===== config.mk =====
export PLATFORM = sky130hd
export DESIGN_NAME = median_window
export DESIGN_NICKNAME = d
export VERILOG_FILES = /design/src/rtl/median_pkg.sv /design/src/rtl/median_window_line_buffer.sv /design/src/rtl/median_window.sv
export SDC_FILE = /design/constraint.sdc
export NUM_CORES = 1
export LEC_CHECK = 0
export CAP_MARGIN = 5
export CELL_PAD_IN_SITES_DETAIL_PLACEMENT = 1
export CELL_PAD_IN_SITES_GLOBAL_PLACEMENT = 2
export CORE_MARGIN = 2
export CORE_UTILIZATION = 48
export DETAILED_ROUTE_END_ITERATION = 10
export PLACE_DENSITY = 0.81
export RECOVER_POWER = 25
export SYNTH_ARGS = -nofsm -noshare
export SYNTH_HDL_FRONTEND = slang
export SYNTH_SLANG_ARGS = --single-unit
export TNS_END_PERCENT = 10

===== constraint.sdc =====
create_clock -name CLK -period 4.65 [get_ports CLK]
set_clock_uncertainty 0.05 [all_clocks]
set_input_delay 1.1625 -clock CLK [delete_from_list [all_inputs] [get_ports CLK]]
set_output_delay 1.1625 -clock CLK [all_outputs]
set_load 0.05 [all_outputs]

===== src/rtl/median_pkg.sv =====
// Shared types and constants for the 3x3 median window front end.
package median_pkg;

  typedef enum logic [1:0] {
    IDLE = 2'd0,
    EMIT = 2'd1,
    WAIT = 2'd2
  } state_e;

  localparam int WIN_SIZE = 9;
  localparam int IDX_W    = 4;

endpackage


===== src/rtl/median_window_line_buffer.sv =====
// Single-row pixel store: combinational read, write on the rising edge.
module line_buffer #(
  parameter int WIDTH = 8,
  parameter int DEPTH = 64
) (
  input  logic                     clk,
  input  logic                     we,
  input  logic [$clog2(DEPTH)-1:0] addr,
  input  logic [WIDTH-1:0]         wdata,
  output logic [WIDTH-1:0]         rdata
);

  logic [WIDTH-1:0] mem_q [DEPTH];

  // write port; contents are always overwritten before they are read back
  always_ff @(posedge clk) begin
    if (we) begin
      mem_q[addr] <= wdata;
    end
  end

  assign rdata = mem_q[addr];

endmodule


===== src/rtl/median_window.sv =====
// Raster-to-3x3 window serializer feeding a median stage, one window per accepted interior pixel.
// Optional sticky ERR output for pixels offered while busy: define MEDIAN_WINDOW_ERR_EN.
module median_window
  import median_pkg::*;
#(
  parameter int WIDTH  = 8,
  parameter int LINE   = 64,
  parameter int HEIGHT = 64
) (
  input  logic             CLK,
  input  logic             RST,
  input  logic [WIDTH-1:0] DI,
  input  logic             DSI,
  output logic             RDY,
  output logic [WIDTH-1:0] DO,
  output logic             DSO,
  input  logic             MDONE
`ifdef MEDIAN_WINDOW_ERR_EN
  ,
  output logic             ERR
`endif
);

  localparam int CW = $clog2(LINE);
  localparam int RW = $clog2(HEIGHT);
  localparam logic [CW-1:0] COL_LAST  = CW'(LINE - 1);
  localparam logic [RW-1:0] ROW_LAST  = RW'(HEIGHT - 1);
  localparam logic [CW-1:0] COL_FIRST = CW'(2);
  localparam logic [RW-1:0] ROW_FIRST = RW'(2);
  localparam logic [IDX_W-1:0] IDX_END = IDX_W'(WIN_SIZE);

  state_e            state_q, state_d;
  logic [CW-1:0]     col_q, col_d;
  logic [RW-1:0]     row_q, row_d;
  logic [IDX_W-1:0]  idx_q, idx_d;
  logic [WIDTH-1:0]  win_q [WIN_SIZE];
  logic [WIDTH-1:0]  win_d [WIN_SIZE];
  logic [WIDTH-1:0]  do_q, do_d;
  logic              dso_q, dso_d;
  logic              rdy_q, rdy_d;
  logic              acc_s;
  logic [WIDTH-1:0]  up1_s, up2_s;

  assign acc_s = DSI & rdy_q;

  line_buffer #(.WIDTH(WIDTH), .DEPTH(LINE)) u_row1 (
    .clk(CLK), .we(acc_s), .addr(col_q), .wdata(DI), .rdata(up1_s)
  );

  line_buffer #(.WIDTH(WIDTH), .DEPTH(LINE)) u_row2 (
    .clk(CLK), .we(acc_s), .addr(col_q), .wdata(up1_s), .rdata(up2_s)
  );

  // window is kept in emission order: index = column*3 + row, column 0 oldest
  always_comb begin
    state_d = state_q;
    col_d   = col_q;
    row_d   = row_q;
    idx_d   = idx_q;
    win_d   = win_q;
    do_d    = '0;
    dso_d   = 1'b0;
    rdy_d   = 1'b0;

    if (acc_s) begin
      for (int k = 0; k < WIN_SIZE - 3; k++) begin
        win_d[k] = win_q[k + 3];
      end
      win_d[6] = up2_s;
      win_d[7] = up1_s;
      win_d[8] = DI;
      if (col_q == COL_LAST) begin
        col_d = '0;
        row_d = (row_q == ROW_LAST) ? '0 : row_q + RW'(1);
      end else begin
        col_d = col_q + CW'(1);
      end
    end else begin
      win_d = win_q;
    end

    case (state_q)
      IDLE: begin
        rdy_d = 1'b1;
        if (acc_s && (row_q >= ROW_FIRST) && (col_q >= COL_FIRST)) begin
          state_d = EMIT;
          do_d    = win_d[0];
          dso_d   = 1'b1;
          idx_d   = IDX_W'(1);
          rdy_d   = 1'b0;
        end else begin
          state_d = IDLE;
        end
      end
      EMIT: begin
        if (idx_q < IDX_END) begin
          do_d  = win_q[idx_q];
          dso_d = 1'b1;
          idx_d = idx_q + IDX_W'(1);
        end else begin
          state_d = WAIT;
          idx_d   = '0;
        end
      end
      WAIT: begin
        if (MDONE) begin
          state_d = IDLE;
          rdy_d   = 1'b1;
        end else begin
          state_d = WAIT;
        end
      end
      default: begin
        state_d = IDLE;
        idx_d   = '0;
        rdy_d   = 1'b1;
      end
    endcase
  end

  // state, counters, window and registered outputs
  always_ff @(posedge CLK or posedge RST) begin
    if (RST) begin
      state_q <= IDLE;
      col_q   <= '0;
      row_q   <= '0;
      idx_q   <= '0;
      do_q    <= '0;
      dso_q   <= 1'b0;
      rdy_q   <= 1'b1;
      for (int k = 0; k < WIN_SIZE; k++) begin
        win_q[k] <= '0;
      end
    end else begin
      state_q <= state_d;
      col_q   <= col_d;
      row_q   <= row_d;
      idx_q   <= idx_d;
      do_q    <= do_d;
      dso_q   <= dso_d;
      rdy_q   <= rdy_d;
      for (int k = 0; k < WIN_SIZE; k++) begin
        win_q[k] <= win_d[k];
      end
    end
  end

  assign RDY = rdy_q;
  assign DO  = do_q;
  assign DSO = dso_q;

`ifdef MEDIAN_WINDOW_ERR_EN
  logic err_q, err_d;

  always_comb begin
    err_d = err_q | (DSI & ~rdy_q);
  end

  // sticky record of pixels offered while busy
  always_ff @(posedge CLK or posedge RST) begin
    if (RST) begin
      err_q <= 1'b0;
    end else begin
      err_q <= err_d;
    end
  end

  assign ERR = err_q;
`endif

endmodule


==> out/metrics.yaml, run 1 <==
synthesis:
  synth_top_cell_area_share_pct: 69.62
  synthTopCellsByArea: "edfxtp_1 70%, dfrtp_1 5.6%, mux4_2 3.5%, mux2i_1 2.9%, a22oi_1 2.3%"
  synth_largest_area_cell: "edfxtp_1"
  ys_types: 77
  syn_nets: 2647
  synth_cells: 2629
  ys_ff_latch: 1124
  synth_area_um2: 44170
  synth_edf_count: 1024
  post-synth-top-count-cell: "edfxtp_1"
  ys_seq_area_share_pct: 75.28
  synthArstFlopShare_pct: 8.897
  ys.flop_type: "edfxtp_1"
  synth.top_cells.by_count: "1024 x edfxtp_1, 237 x nand2_1, 133 x a22oi_1, 127 x nor2_1, 126 x mux2i_1"
  avgSynthCellArea_um2: 16.80
  yosys_warnings: 0
detailed_routing:
  ant_nets: 0
  vias: 26940
  via_per_inst: 6.651
  drt-pass1-iter-count: 5
  wl_per_cell_um: 34.87
  drtIter0Drc: 3581
  post-route-drc-count: 0
  totalWireLength_mm: 141.2
cells_and_area:
  fin_nets: 2785
  drive_gt1_share_pct: 17.50
  finalNonFillerCells: 4051
  area_growth_syn_to_layout_pct: 13.48
worst_hold_path:
  hold_end: "win_q[52]$_DFFE_PP0P_"
  hp-start: "win_q[52]$_DFFE_PP0P_"
  min_path_cells: 2
  holdCritPathClass: "reg -> reg"
worst_setup_path:
  reg2reg_from: "col_q[2]$_DFFE_PP0P_"
  worstSetupPathType: "reg -> reg"
  cp_max_fo: 79
  critPathLaunchType: "register"
  r2r-end: "win_q[8]$_DFFE_PP0P_"
  cp-end-kind: "register"
  reg2reg_depth: 7
  reg2reg_slack_ps: 170
  cp_data_arrival_time_ps: 5010
  required_ps: 5180
floorplan:
  floorplan.core_area_um2: 91390
  initial_utilization_pct: 48.33
  die_y_um: 307.4
  pin_count: 22
  die_w_um: 307.4
  dieArea_um2: 94460
  fp-row-count: 111
clocking:
  clkLatencyLatePin_ps: 710
  cts.clk_slew.worst_paths_ps: 60
  clockRootBuffer: "clkbuf_16"
  numCtsBuffers: 114
  clock_sinks: 1124
  cts_buffer_depth: 3
  hold_buffers: 0
  cts.htree.levels: 3
  postCtsSetupBuffers: 0
  ctsResizeCount: 0
  cts_tree: "built"
placed_design:
  io_buffers: 21
  dp.cells: 3836
  post-place-ws_ps: 323.9
  dp_hpwl_mm: 87.08
  place_congestion: 0.9556
sta:
  fmax_mhz: 223.0
  whs_ps: 420.9
  setup_viol: 0
  setup_ws_ps: 166.7
  finalSetupTns_ps: 0
  rsz0062_at_grt: "false"
  period_share_pct: 96.42
  finalCriticalPeriod_ps: 4483
  relSlewSlack_pct: -96.63
  slew_violations: 495
  tightestPinTransition_ps: 2949
  hold_viol_final: 0
global_route:
  grt_max_degree: 80
  grt_overflow_total: 0
  grt_pass1_wl_mm: 202.6
  antenna_found_initial: 5
  first_global_vias: 27580
  track_usage_pct: 30.03
flow_run:
  drv_cap: 13
run_status:
  outcome: "finished with violations"
  violations: "max-capacitance violations, max-slew violations"
pwr:
  p_leak_uw: 0.01665
  power_density_nw_per_um2: 693.9
  ir_drop_mv: 0.5339
layout make-up:
cell class	count	area (um^2)
Sequential cell	1124	33260
Fill cell	8344	41260
Timing Repair Buffer	209	1752
Inverter	12	46.29
Clock inverter	64	457.9
Multi-Input combinational cell	1306	9988
Antenna cell	2	5.005
Clock buffer	148	3124
Tap cell	1186	1484
layer usage:
layer | share of wire, % | global-route usage (%) | up-vias
met5 | 0.012 | 0 | -
met4 | 5.4 | 14.63 | 2
met3 | 9.7 | 6.173 | 384
met2 | 47 | 47.50 | 1609
met1 | 38 | 39.90 | 14090
li1 | - | - | 10860
worst max path at each step:
stage,depth (start not counted),end,from,slack [ps]
2_1_floorplan,1,DO[0]$_DFF_PP0_,RST,820
3_3_place_gp,7,win_q[8]$_DFFE_PP0P_,col_q[2]$_DFFE_PP0P_,420
3_5_place_dp,7,win_q[8]$_DFFE_PP0P_,col_q[2]$_DFFE_PP0P_,320
4_1_cts,7,win_q[8]$_DFFE_PP0P_,col_q[2]$_DFFE_PP0P_,300
5_1_grt,7,win_q[8]$_DFFE_PP0P_,col_q[2]$_DFFE_PP0P_,230
6_report,7,win_q[8]$_DFFE_PP0P_,col_q[2]$_DFFE_PP0P_,170
worst max-delay path, stage by stage, from the launching register on:
cell	delay [ps]
dfrtp_4	630
buf_12	470
or2_2	460
o32ai_1	180
o31ai_1	720
o2111ai_1	380
or4b_4	980
mux2_4	400
layout by cell type (no fill, tap or decap), types with 16 or more instances in the layout:
cell type / count
a21oi_1: 47
buf_12: 17
a221oi_1: 101
nand2_1: 234
o221ai_1: 35
clkbuf_1: 39
dfrtp_1: 96
a31oi_1: 16
clkinv_1: 26
buf_4: 162
mux2i_1: 126
o22ai_1: 49
a22oi_1: 133
nor3_1: 23
mux2_2: 42
nand2b_1: 25
o21ai_0: 57
clkinv_2: 26
nor2_1: 125
mux4_2: 68
edfxtp_1: 1024
a22o_1: 20
clkbuf_16: 117
o22a_1: 18
report_power, final:
group | internal [uW] | leakage (uW) | switching [uW]
sequential | 13200 | 0.0104 | 626
combinational | 3670 | 0.00448 | 8420
clock | 5040 | 0.00177 | 3850
total | 21900 | 0.0166 | 12900
kinds of logic (layout without fill, tap and decap cells):
family / after synthesis / in the layout / synth area share (%)
mux: 242 / 242 / 7.563
buf+inv: 199 / 433 / 2.269
other cells: 0 / 2 / 0
simple gates: 494 / 494 / 4.994
compound gates: 556 / 556 / 9.560
xor+xnor: 8 / 8 / 0.1586
fa+ha+maj: 6 / 6 / 0.1700
flops: 1124 / 1124 / 75.28
registers in the layout, summed over array words and instances, names as in the netlist:
register,cells
u_row1.mem_q,512
DO,8
state_q,2
row_q,6
col_q,6
DSO,1
win_q,72
u_row2.mem_q,512
idx_q,4
RDY,1
through the flow:
step	util (%)	cell area [um^2]	power [uW]
6_report	54.85	50120	34780
5_1_grt	54.84	50120	35810
4_1_cts	54.89	50170	34680
3_5_place_dp	50.97	46580	25820
3_3_place_gp	50.97	46580	25430
2_1_floorplan	-	44170	20450
(Power assumes the default switching activity.)
==> run 2, diff against run 1 <==
--- a/config.mk
+++ b/config.mk
@@ -8,11 +8,13 @@
 export CAP_MARGIN = 5
 export CELL_PAD_IN_SITES_DETAIL_PLACEMENT = 1
 export CELL_PAD_IN_SITES_GLOBAL_PLACEMENT = 2
+export CORE_ASPECT_RATIO = 0.5
 export CORE_MARGIN = 2
 export CORE_UTILIZATION = 48
 export DETAILED_ROUTE_END_ITERATION = 10
 export PLACE_DENSITY = 0.81
 export RECOVER_POWER = 25
+export SLEW_MARGIN = 20
 export SYNTH_ARGS = -nofsm -noshare
 export SYNTH_HDL_FRONTEND = slang
 export SYNTH_SLANG_ARGS = --single-unit
==> run 2 against run 1 <==
The run ends with max-capacitance violations, max-slew violations, negative setup slack left. Die area grew 0.16%. Utilization fell by 0.12 points. Combinational power hardly changed. Cell count is 0.47% higher. Critical path depth decreased by 1. Worst setup slack got worse by 240 ps. Via count grew 1.4%. Register-to-register slack worse by 140 ps. Global-route usage up 0.88 points. Count of clock-buffer cells in the layout fell by 10. Critical path type is now in -> reg.
==> out/metrics.yaml, run 2 (synthesis results as in run 1) <==
run_status:
  outcome: "finished with violations"
  violations: "max-capacitance violations, max-slew violations, negative setup slack"
global_route:
  track_usage_pct: 30.90  # +0.88 points
  grt_overflow_total: 0  # unchanged
  first_global_vias: 27280  # -1.1%
  antenna_found_initial: 1  # -4
  grt_max_degree: 74  # -7.5%
  grt_pass1_wl_mm: 206.6  # +2.0%
detailed_routing:
  ant_nets: 0  # unchanged
  drt-pass1-iter-count: 6  # +1
  totalWireLength_mm: 144.5  # +2.3%
  post-route-drc-count: 0  # unchanged
  drtIter0Drc: 4113  # +15%
  vias: 27310  # +1.4%
  wl_per_cell_um: 35.51  # +1.8%
  via_per_inst: 6.711  # +0.91%
flow_run:
  drv_cap: 12  # -1
cells_and_area:
  most-common-layout-cells: "1024 x edfxtp_1, 234 x nand2_1, 163 x buf_4"
  area_growth_syn_to_layout_pct: 12.58
  final_util_pct: 54.73  # -0.12 points
  final_common_cell: "edfxtp_1"
  fin_nets: 2767  # -0.65%
  drive_gt1_share_pct: 16.79  # -0.71 points
  largest_registers: "u_row1.mem_q x512, u_row2.mem_q x512, win_q x72"
worst_setup_path:
  cpPeakStageDelay_ps: 1200  # +220 ps
  cp_max_fo: 19  # -76%
  reg2reg_slack_ps: 30  # -140 ps
  endpoint: "win_q[18]$_DFFE_PP0P_"
  cp_data_arrival_time_ps: 5270  # +260 ps
  crit_chain: "dlygate4sd3_1, and2_0, clkbuf_1, o221ai_1, or4_1, o32a_1"
  r2r-end: "win_q[8]$_DFFE_PP0P_"
  worstSetupPathType: "in -> reg"
  cp_slowest_cell: "and2_0"
  reg2reg_from: "col_q[0]$_DFFE_PP0P_"
  cp-end-kind: "register"
  reg2reg_depth: 7  # unchanged
  cp.depth: 6  # -1
  critPathLaunchType: "input port"
  critPathBufInv: 2  # +1
  crit_family: "simple AND/OR/NAND/NOR gates"
  crit_path_start: "DSI"
  required_ps: 5200  # +20 ps
sta:
  tightestPinTransition_ps: 2946  # -3.061 ps
  finalSetupTns_ps: -68.42  # -68.42 ps
  period_share_pct: 101.5  # +5.1 points
  rsz0062_at_grt: "false"
  relSlewSlack_pct: -96.43  # +0.20 points
  setup_viol: 1  # +1
  slew_violations: 430  # -13%
  setup_ws_ps: -68.42  # -235.1 ps
  hold_viol_final: 0  # unchanged
  fmax_mhz: 211.9  # -5.0%
  finalCriticalPeriod_ps: 4718  # +235.1 ps
pwr:
  ir_drop_mv: 0.6463  # +21%
  switching_share_pct: 37.73  # +0.66 points
  power_switching_uw: 13010  # +0.90%
  power_density_nw_per_um2: 693.4  # about the same
  internal_power_uw: 21470  # -1.9%
  seqPwrFrac_pct: 40.3  # +0.6 points
  p_leak_uw: 0.01641  # -1.4%
  clkPwrFrac_pct: 24.6  # -0.9 points
  p_comb_share_pct: 35.1  # +0.3 points
placed_design:
  place_congestion: 0.9288  # -2.8%
  io_buffers: 21  # unchanged
  dp_hpwl_mm: 88.64  # +1.8%
floorplan:
  pin_count: 22  # unchanged
  fp-row-count: 78  # -30%
  die_y_um: 218.5  # -29%
  die_w_um: 433  # +41%
  dieArea_um2: 94610  # +0.16%
  initial_utilization_pct: 48.61  # +0.28 points
  floorplan.core_area_um2: 90860  # -0.58%
clocking:
  numCtsBuffers: 98  # -14%
  postCtsSetupBuffers: 0  # unchanged
  hold_buffers: 0  # unchanged
  cts.clk_slew.worst_paths_ps: 70  # about the same
  clock_sinks: 1124  # unchanged
  clockRootBuffer: "clkbuf_16"
  ctsResizeCount: 0  # unchanged
  cts_buffer_depth: 3  # unchanged
  cts.htree.levels: 3  # unchanged
  cts_tree: "built"
  clkLatencyLatePin_ps: 720  # about the same
worst_hold_path:
  holdCritPathClass: "reg -> reg"
## run 2: cell count changes in the layout (fill, tap and decap cells not counted), moves of 4 or more
cell	before	now
clkbuf_16	117	102
clkinv_1	26	11
clkinv_2	26	17
clkbuf_1	39	47
buf_12	17	10
bufinv_16	6	10
## run 2: worst min-delay path by stage
stage | from | endpoint | slack (ps) | depth (start not counted)
after floorplan | win_q[48]$_DFFE_PP0P_ | win_q[48]$_DFFE_PP0P_ | 390 | 2
after global placement | win_q[50]$_DFFE_PP0P_ | win_q[50]$_DFFE_PP0P_ | 410 | 2
after detailed placement | win_q[51]$_DFFE_PP0P_ | win_q[51]$_DFFE_PP0P_ | 410 | 2
after CTS | win_q[60]$_DFFE_PP0P_ | win_q[60]$_DFFE_PP0P_ | 430 | 2
after global routing | win_q[63]$_DFFE_PP0P_ | win_q[63]$_DFFE_PP0P_ | 450 | 2
final | win_q[53]$_DFFE_PP0P_ | win_q[53]$_DFFE_PP0P_ | 430 | 2
## run 2: cell type report
cell class | instances | area (um^2)
repair buffers | 207 | 1633
inverters | 12 | 45.04
diodes | 1 | 2.502
clock buffers | 138 | 2781
well taps | 1240 | 1551
clock inverters | 42 | 460.4
flip-flops and latches | 1124 | 33270
fillers | 8260 | 41130
multi-input cells | 1306 | 9988
## run 2: power by group through the flow
stage	Sequential [uW]	Clock (uW)	Combinational, uW
after floorplan	13800	0	6620
after global placement	14100	0	11400
after detailed placement	14100	0	11700
after CTS	13900	8530	11800
after global routing	14000	8920	12600
final	13900	8490	12100
## run 2: routing by layer
layer	wire length (um)	up-vias	GRT usage, %
li1	-	10800	-
met1	56590	14320	43.39
met2	64100	1874	46.37
met3	18310	317	8.589
met4	5524	0	11.15
met5	0	-	0
## run 2: worst min-delay path, delay by kind of cell, from the launching register on
kind	cells	cell delay (ps)
flops	1	340
simple gates	2	100
## run 2: through the flow
step           cell area [um^2]  setup slack [ps]  total power, uW  hold slack, ps  std cells
5_1_grt                   49730             62.65            35430           446.5       4069
4_1_cts                   49790             200.2            34230           428.7       4069
3_3_place_gp              46550             267.5            25430           405.4       3889
3_5_place_dp              46550             247.8            25830           408.6       3889
2_1_floorplan             44170             820.4            20450           390.4       2629
6_report                  49730            -68.42            34480           426.4       4070
